## config.mk

```make
export PLATFORM = sky130hd
export DESIGN_NAME = apu_frame_sequencer_flat
export DESIGN_NICKNAME = d
export VERILOG_FILES = /design/src/rtl/chiptune_pkg.sv /design/src/rtl/apu_frame_sequencer_if.sv /design/src/rtl/frame_step_decode.sv /design/src/rtl/apu_frame_sequencer.sv /design/src/flat_wrapper.sv
export SDC_FILE = /design/constraint.sdc
export NUM_CORES = 1
export LEC_CHECK = 0
export CORE_UTILIZATION = 35
export CTS_BUF_LIST = sky130_fd_sc_hd__clkbuf_2
export DETAILED_ROUTE_END_ITERATION = 8
export PLACE_DENSITY = 0.59
export SETUP_SLACK_MARGIN = 0.15
export SLEW_MARGIN = 25
export SYNTH_ARGS = -nofsm -noshare
export SYNTH_HDL_FRONTEND = slang
export SYNTH_SLANG_ARGS = --single-unit
export TNS_END_PERCENT = 10
```

## constraint.sdc

```tcl
create_clock -name clk -period 3.71 [get_ports clk]
set_input_delay 0.742 -clock clk [delete_from_list [all_inputs] [get_ports clk]]
set_output_delay 0.742 -clock clk [all_outputs]
set_load 0.05 [all_outputs]
```

## src/rtl/chiptune_pkg.sv

```systemverilog
// Shared constants and types for the chiptune frame sequencer.
// Holds the NTSC (default) and PAL step tick counts, the sequencer
// state encoding and the decoded step-event record.
package chiptune_pkg;

    // NTSC frame-counter step points, in CPU-rate ticks
    localparam int NTSC_STEP1 = 7457;
    localparam int NTSC_STEP2 = 14913;
    localparam int NTSC_STEP3 = 22371;
    localparam int NTSC_STEP4 = 29829;
    localparam int NTSC_STEP5 = 37281;

    // PAL alternative
    localparam int PAL_STEP1  = 8313;
    localparam int PAL_STEP2  = 16627;
    localparam int PAL_STEP3  = 24939;
    localparam int PAL_STEP4  = 33253;
    localparam int PAL_STEP5  = 41565;

    localparam int SEQ_CNT_W    = 16;
    localparam int SEQ_WR_DELAY = 3;

    typedef enum logic {
        RUN  = 1'b0,
        PEND = 1'b1
    } seq_state_e;

    // One decoded step boundary: which strobes fire, whether the frame
    // IRQ is requested, whether the counter wraps, and the step index.
    typedef struct packed {
        logic       hit;
        logic       quarter;
        logic       half;
        logic       irq;
        logic       wrap;
        logic [2:0] step;
    } step_evt_t;

endpackage

```

## src/rtl/apu_frame_sequencer_if.sv

```systemverilog
// Bus between the register decoder / channel generators and the frame
// sequencer.
//   ce               CPU-rate tick, one clk wide
//   cfg_we           config write strobe
//   cfg_mode         0 = 4-step, 1 = 5-step
//   cfg_irq_inhibit  1 = suppress and clear frame IRQ
//   irq_ack          status-read strobe, clears frame IRQ
//   quarter_frame    one-clk strobe
//   half_frame       one-clk strobe
//   frame_irq        level IRQ flag
//   step             last step reached, 0..5
interface apu_frame_sequencer_if;
    logic       ce;
    logic       cfg_we;
    logic       cfg_mode;
    logic       cfg_irq_inhibit;
    logic       irq_ack;
    logic       quarter_frame;
    logic       half_frame;
    logic       frame_irq;
    logic [2:0] step;

    modport master (
        output ce, cfg_we, cfg_mode, cfg_irq_inhibit, irq_ack,
        input  quarter_frame, half_frame, frame_irq, step
    );

    modport slave (
        input  ce, cfg_we, cfg_mode, cfg_irq_inhibit, irq_ack,
        output quarter_frame, half_frame, frame_irq, step
    );
endinterface

```

## src/rtl/frame_step_decode.sv

```systemverilog
// Combinational step decoder: maps a (freshly incremented) tick count and
// the sequencer mode onto the step event for that tick.
//   cnt   tick count after increment
//   mode  0 = 4-step, 1 = 5-step
//   evt   decoded event (hit/quarter/half/irq/wrap/step)
module frame_step_decode
    import chiptune_pkg::*;
#(
    parameter int CNT_W = SEQ_CNT_W,
    parameter int STEP1 = NTSC_STEP1,
    parameter int STEP2 = NTSC_STEP2,
    parameter int STEP3 = NTSC_STEP3,
    parameter int STEP4 = NTSC_STEP4,
    parameter int STEP5 = NTSC_STEP5
) (
    input  logic [CNT_W-1:0] cnt,
    input  logic             mode,
    output step_evt_t        evt
);

    always_comb begin
        evt = '0;
        if (cnt == CNT_W'(STEP1)) begin
            evt.hit     = 1'b1;
            evt.quarter = 1'b1;
            evt.step    = 3'd1;
        end else if (cnt == CNT_W'(STEP2)) begin
            evt.hit     = 1'b1;
            evt.quarter = 1'b1;
            evt.half    = 1'b1;
            evt.step    = 3'd2;
        end else if (cnt == CNT_W'(STEP3)) begin
            evt.hit     = 1'b1;
            evt.quarter = 1'b1;
            evt.step    = 3'd3;
        end else if (cnt == CNT_W'(STEP4)) begin
            // In 5-step mode step 4 is a silent step: index only.
            evt.hit  = 1'b1;
            evt.step = 3'd4;
            if (!mode) begin
                evt.quarter = 1'b1;
                evt.half    = 1'b1;
                evt.irq     = 1'b1;
                evt.wrap    = 1'b1;
            end
        end else if (mode && (cnt == CNT_W'(STEP5))) begin
            evt.hit     = 1'b1;
            evt.quarter = 1'b1;
            evt.half    = 1'b1;
            evt.wrap    = 1'b1;
            evt.step    = 3'd5;
        end
    end

endmodule

```

## src/rtl/apu_frame_sequencer.sv

```systemverilog
// Frame-rate scheduler (NES APU frame counter style). Counts ce ticks,
// emits quarter/half-frame strobes at the step points, raises the frame
// IRQ in 4-step mode, and restarts the count WR_DELAY ticks after a
// configuration write.
//   clk   system clock
//   rst   synchronous reset, active-high
//   bus   apu_frame_sequencer_if.slave (ce, cfg_*, irq_ack in; strobes,
//         frame_irq, step out)
//
// state | meaning
// RUN   | normal counting
// PEND  | config write accepted, counter restart pending (dcnt ticks left)
module apu_frame_sequencer
    import chiptune_pkg::*;
#(
    parameter int CNT_W    = SEQ_CNT_W,
    parameter int STEP1    = NTSC_STEP1,
    parameter int STEP2    = NTSC_STEP2,
    parameter int STEP3    = NTSC_STEP3,
    parameter int STEP4    = NTSC_STEP4,
    parameter int STEP5    = NTSC_STEP5,
    parameter int WR_DELAY = SEQ_WR_DELAY
) (
    input  logic                  clk,
    input  logic                  rst,
    apu_frame_sequencer_if.slave  bus
);

    localparam int DCNT_W = $clog2(WR_DELAY + 1);

    seq_state_e        state_q, state_d;
    logic [CNT_W-1:0]  cnt_q, cnt_d, cnt_inc;
    logic [DCNT_W-1:0] dcnt_q, dcnt_d, dly;
    logic              mode_q, mode_d, mode_eff;
    logic              inhibit_q, inhibit_d;
    logic              qf_q, qf_d;
    logic              hf_q, hf_d;
    logic              irq_q, irq_d;
    logic [2:0]        step_q, step_d;
    logic              pend, restart, irq_set;
    step_evt_t         evt;

    // A write applies its mode to the tick it arrives with.
    assign mode_eff = bus.cfg_we ? bus.cfg_mode : mode_q;
    assign cnt_inc  = cnt_q + CNT_W'(1);

    frame_step_decode #(
        .CNT_W (CNT_W),
        .STEP1 (STEP1),
        .STEP2 (STEP2),
        .STEP3 (STEP3),
        .STEP4 (STEP4),
        .STEP5 (STEP5)
    ) u_decode (
        .cnt  (cnt_inc),
        .mode (mode_eff),
        .evt  (evt)
    );

    always_comb begin
        state_d   = state_q;
        cnt_d     = cnt_q;
        mode_d    = mode_q;
        inhibit_d = inhibit_q;
        qf_d      = 1'b0;
        hf_d      = 1'b0;
        irq_d     = irq_q;
        step_d    = step_q;
        dly       = dcnt_q;
        pend      = (state_q == PEND);
        restart   = 1'b0;
        irq_set   = 1'b0;

        // A write (first or repeated) reloads the restart delay.
        if (bus.cfg_we) begin
            mode_d    = bus.cfg_mode;
            inhibit_d = bus.cfg_irq_inhibit;
            pend      = 1'b1;
            dly       = DCNT_W'(WR_DELAY);
        end

        if (bus.ce) begin
            if (pend) begin
                dly     = dly - DCNT_W'(1);
                restart = (dly == '0);
            end
            if (restart) begin
                // The restart tick replaces any step event; 5-step mode
                // clocks the units once right away.
                cnt_d  = '0;
                step_d = 3'd0;
                qf_d   = mode_d;
                hf_d   = mode_d;
            end else begin
                cnt_d = evt.wrap ? '0 : cnt_inc;
                if (evt.hit) begin
                    qf_d    = evt.quarter;
                    hf_d    = evt.half;
                    step_d  = evt.step;
                    irq_set = evt.irq & ~inhibit_d;
                end
            end
        end

        state_d = (pend && !restart) ? PEND : RUN;
        dcnt_d  = restart ? '0 : dly;

        // Setting the flag wins over a same-cycle acknowledge.
        if (bus.irq_ack || inhibit_d) begin
            irq_d = 1'b0;
        end
        if (irq_set) begin
            irq_d = 1'b1;
        end
    end

    always_ff @(posedge clk) begin
        if (rst) begin
            state_q   <= RUN;
            cnt_q     <= '0;
            dcnt_q    <= '0;
            mode_q    <= 1'b0;
            inhibit_q <= 1'b0;
            qf_q      <= 1'b0;
            hf_q      <= 1'b0;
            irq_q     <= 1'b0;
            step_q    <= 3'd0;
        end else begin
            state_q   <= state_d;
            cnt_q     <= cnt_d;
            dcnt_q    <= dcnt_d;
            mode_q    <= mode_d;
            inhibit_q <= inhibit_d;
            qf_q      <= qf_d;
            hf_q      <= hf_d;
            irq_q     <= irq_d;
            step_q    <= step_d;
        end
    end

    assign bus.quarter_frame = qf_q;
    assign bus.half_frame    = hf_q;
    assign bus.frame_irq     = irq_q;
    assign bus.step          = step_q;

endmodule

```

## src/flat_wrapper.sv

```systemverilog
// flat-port wrapper written by rule: the top's interface ports become plain ports
module apu_frame_sequencer_flat import chiptune_pkg::*;
#(
    parameter int CNT_W    = SEQ_CNT_W,
    parameter int STEP1    = NTSC_STEP1,
    parameter int STEP2    = NTSC_STEP2,
    parameter int STEP3    = NTSC_STEP3,
    parameter int STEP4    = NTSC_STEP4,
    parameter int STEP5    = NTSC_STEP5,
    parameter int WR_DELAY = SEQ_WR_DELAY
)
  (clk, rst, bus_ce, bus_cfg_we, bus_cfg_mode, bus_cfg_irq_inhibit, bus_irq_ack, bus_quarter_frame, bus_half_frame, bus_frame_irq, bus_step);
  apu_frame_sequencer_if bus_i ();
  input  logic clk;
  input  logic rst;
  input wire logic [$bits(bus_i.ce)-1:0] bus_ce;
  input wire logic [$bits(bus_i.cfg_we)-1:0] bus_cfg_we;
  input wire logic [$bits(bus_i.cfg_mode)-1:0] bus_cfg_mode;
  input wire logic [$bits(bus_i.cfg_irq_inhibit)-1:0] bus_cfg_irq_inhibit;
  input wire logic [$bits(bus_i.irq_ack)-1:0] bus_irq_ack;
  output wire logic [$bits(bus_i.quarter_frame)-1:0] bus_quarter_frame;
  output wire logic [$bits(bus_i.half_frame)-1:0] bus_half_frame;
  output wire logic [$bits(bus_i.frame_irq)-1:0] bus_frame_irq;
  output wire logic [$bits(bus_i.step)-1:0] bus_step;
  assign bus_i.ce = bus_ce;
  assign bus_i.cfg_we = bus_cfg_we;
  assign bus_i.cfg_mode = bus_cfg_mode;
  assign bus_i.cfg_irq_inhibit = bus_cfg_irq_inhibit;
  assign bus_i.irq_ack = bus_irq_ack;
  assign bus_quarter_frame = bus_i.quarter_frame;
  assign bus_half_frame = bus_i.half_frame;
  assign bus_frame_irq = bus_i.frame_irq;
  assign bus_step = bus_i.step;
  apu_frame_sequencer #(.CNT_W(CNT_W), .STEP1(STEP1), .STEP2(STEP2), .STEP3(STEP3), .STEP4(STEP4), .STEP5(STEP5), .WR_DELAY(WR_DELAY)) u_core (.clk(clk), .rst(rst), .bus(bus_i));
endmodule
```

==> results.toml <==
[drt]
via_per_inst = 5.87
first_pass_iters = 4
routedWlPerCell_um = 15.9
drtAntennaViolNets = 0
drc = 0
dr.first_iter.drc_count = 150
wirelength_um = 4960
dr_total_vias = 1838

[timing]
finalSetupViolations = 0
finalHoldViolations = 0
fin_crit_ns = 3.34
rsz0062_at_grt = "no"
worst_pin_slew_ns = 0.828
max_slew_margin = 0.446
clock_skew_ns = 0.0104
finalMaxSlewViolations = 0
setup_ws_ns = 0.370
period_share = 0.900
fin_tns_setup_ns = 0
fmax_ghz = 0.299

[clock_tree]
ctsResizeCount = 0
clock_sinks = 27
root_buffer = "clkbuf_2"
hold_buffers = 0
cts_made_buffers = 3
clk_pin_slew_ns = 0.29
clk_latency_ns = 0.40
cts_tree = "done"
clockBufferDepth = 2
postCtsSetupBuffers = 0
htree_levels = 1

[worst_setup_path]
cp.arrival_ns = 3.69
cp.required_ns = 4.06
crit_path_max_fanout = 14
startpoint_type = "register"
r2r_slack_ns = 0.37
worstSetupPathType = "reg -> reg"
crit_path_end_kind = "register"

[power_and_ir_drop]
vdd_drop_max_mv = 0.0983
seq_power_share = 0.608
power.density_nw_per_um2 = 239
power_frac_clock = 0.251
intPower_uw = 353
combPwrFrac = 0.141
switching_share = 0.297
total_leakage_power_uw = 0.000782
p_switching_uw = 149

[place]
dp_cells = 309
gp_congestion = 0.900
pre_cts_ws_ns = 0.280
dpl.hpwl_um = 3740
portBuffers = 12

[logic_synthesis]
seq_area_frac_synth = 0.283
post_synth.cell_area_avg_um2 = 7.99
synth_area_um2 = 1910
synth_fp_nets = 250
ys_ff_latch = 27
synth-main-ff-cell = "dfxtp_1"
synthArstFlopShare = 0
synth_edf_count = 0
yosysWarningCount = 0
synth.distinct_cells = 58
synthCells = 239

[global_routing]
grt_pass1_vias = 1551
grt_max_degree = 18
grt_util_all_layers = 0.186
antenna_found_initial = 0
grt_pass1_wl_um = 7940
grt-ovfl-total = 0

[die]
initial_core_util = 0.369
core_um2 = 5170
ios = 13
dieArea_um2 = 5750
rows = 26
dieWidth_um = 75.9
die_h_um = 75.9

[cells_and_area]
final_common_cell = "dfxtp_1"
seqCellArea_um2 = 543
nNetsFinal = 255
diodes = 0
largest_register_ffs = 16
final_cells = 313
drive_gt1_frac = 0.111
multiInputGateArea_um2 = 1230
largest-register = "u_core.cnt_q"
fillers = 528
final_cell_mix = "25 x dfxtp_1, 21 x nor2_1, 17 x nand2_1"
area_delta_synth_final_pct = 9.76

[outcome]
status = "completed"

[min_path]
hold_class = "reg -> reg"

[run]
max_cap_viol_count = 0
-- power groups by stage --
stage | Sequential (uW) | Clock (uW) | Combinational (uW)
after floorplan | 309 | 0 | 47.7
after global placement | 309 | 0 | 70.2
after detailed placement | 310 | 0 | 70.8
after CTS | 305 | 130 | 70.8
after global routing | 307 | 137 | 78.8
final | 305 | 126 | 70.8
-- synthesized netlist by cell type (all sizes together), types with 6 or more instances --
cell type / instances / area, um2
dfxtp: 27 / 541
nor2: 21 / 78.8
nand2: 18 / 70.1
nor3: 13 / 75.1
a22o: 11 / 96.3
buf: 11 / 75.1
nand3: 11 / 55.1
and3: 10 / 62.6
clkbuf: 9 / 33.8
inv: 9 / 33.8
o41ai: 8 / 70.1
nor4: 7 / 50.1
a21oi: 6 / 30.0
-- metal layers --
metal	GRT usage	up-vias	wire, um
met5	0	-	0
met4	0.0741	0	104
met3	0.0225	9	278
met2	0.275	58	2230
met1	0.272	871	2350
li1	-	900	-
-- critical path, cell delays in order, from the launching register on --
cell and delay [ns]:
dfxtp_1 0.72, nand4_4 0.25, or4_1 0.57, o211a_2 0.18
or4_4 0.54, nor3_2 0.11, a21o_2 0.29, nor3_1 0.17
buf_4 0.25, a22o_1 0.20
-- final cells by class --
class,count,share of cell area
multi-input combinational,183,0.586
timing repair buffer,20,0.0860
clock buffer,3,0.00716
inverter,9,0.0161
tap,70,0.0418
sequential,27,0.259
clock inverter,1,0.00358
-- metrics by stage --
step	area, um2	total power (uW)	hold slack, ns	utilization
finish	2100	502	0.485	0.405
global route	2100	523	0.512	0.405
CTS	2090	506	0.489	0.404
detailed placement	2070	381	0.460	0.400
global placement	2070	380	0.453	0.400
floorplan	1910	357	0.440	-
-- worst paths after layout --
path | end | startpoint | cells past startpoint
setup / recovery | u_core.cnt_q[4]$_SDFFE_PP0P_ | u_core.cnt_q[7]$_SDFFE_PP0P_ | 9
hold / removal | u_core.cnt_q[15]$_SDFFE_PP0P_ | u_core.cnt_q[15]$_SDFFE_PP0P_ | 2
hold reg to reg | u_core.cnt_q[15]$_SDFFE_PP0P_ | u_core.cnt_q[15]$_SDFFE_PP0P_ | 2
setup reg to reg | u_core.cnt_q[4]$_SDFFE_PP0P_ | u_core.cnt_q[7]$_SDFFE_PP0P_ | 9
-- logic make-up (layout without fill, tap and decap cells) --
group / count (synthesis) / in the layout / share of synthesized area
buffers and inverters: 29 / 33 / 0.0747
DFF: 27 / 27 / 0.283
muxes: 2 / 2 / 0.0105
and+or+nand+nor: 109 / 109 / 0.326
adders and majority gates: 4 / 4 / 0.0262
AOI/OAI and AO/OA: 58 / 58 / 0.233
xor gates and xnor gates: 10 / 10 / 0.0459
No activity file was read; power rests on OpenSTA's default activity.
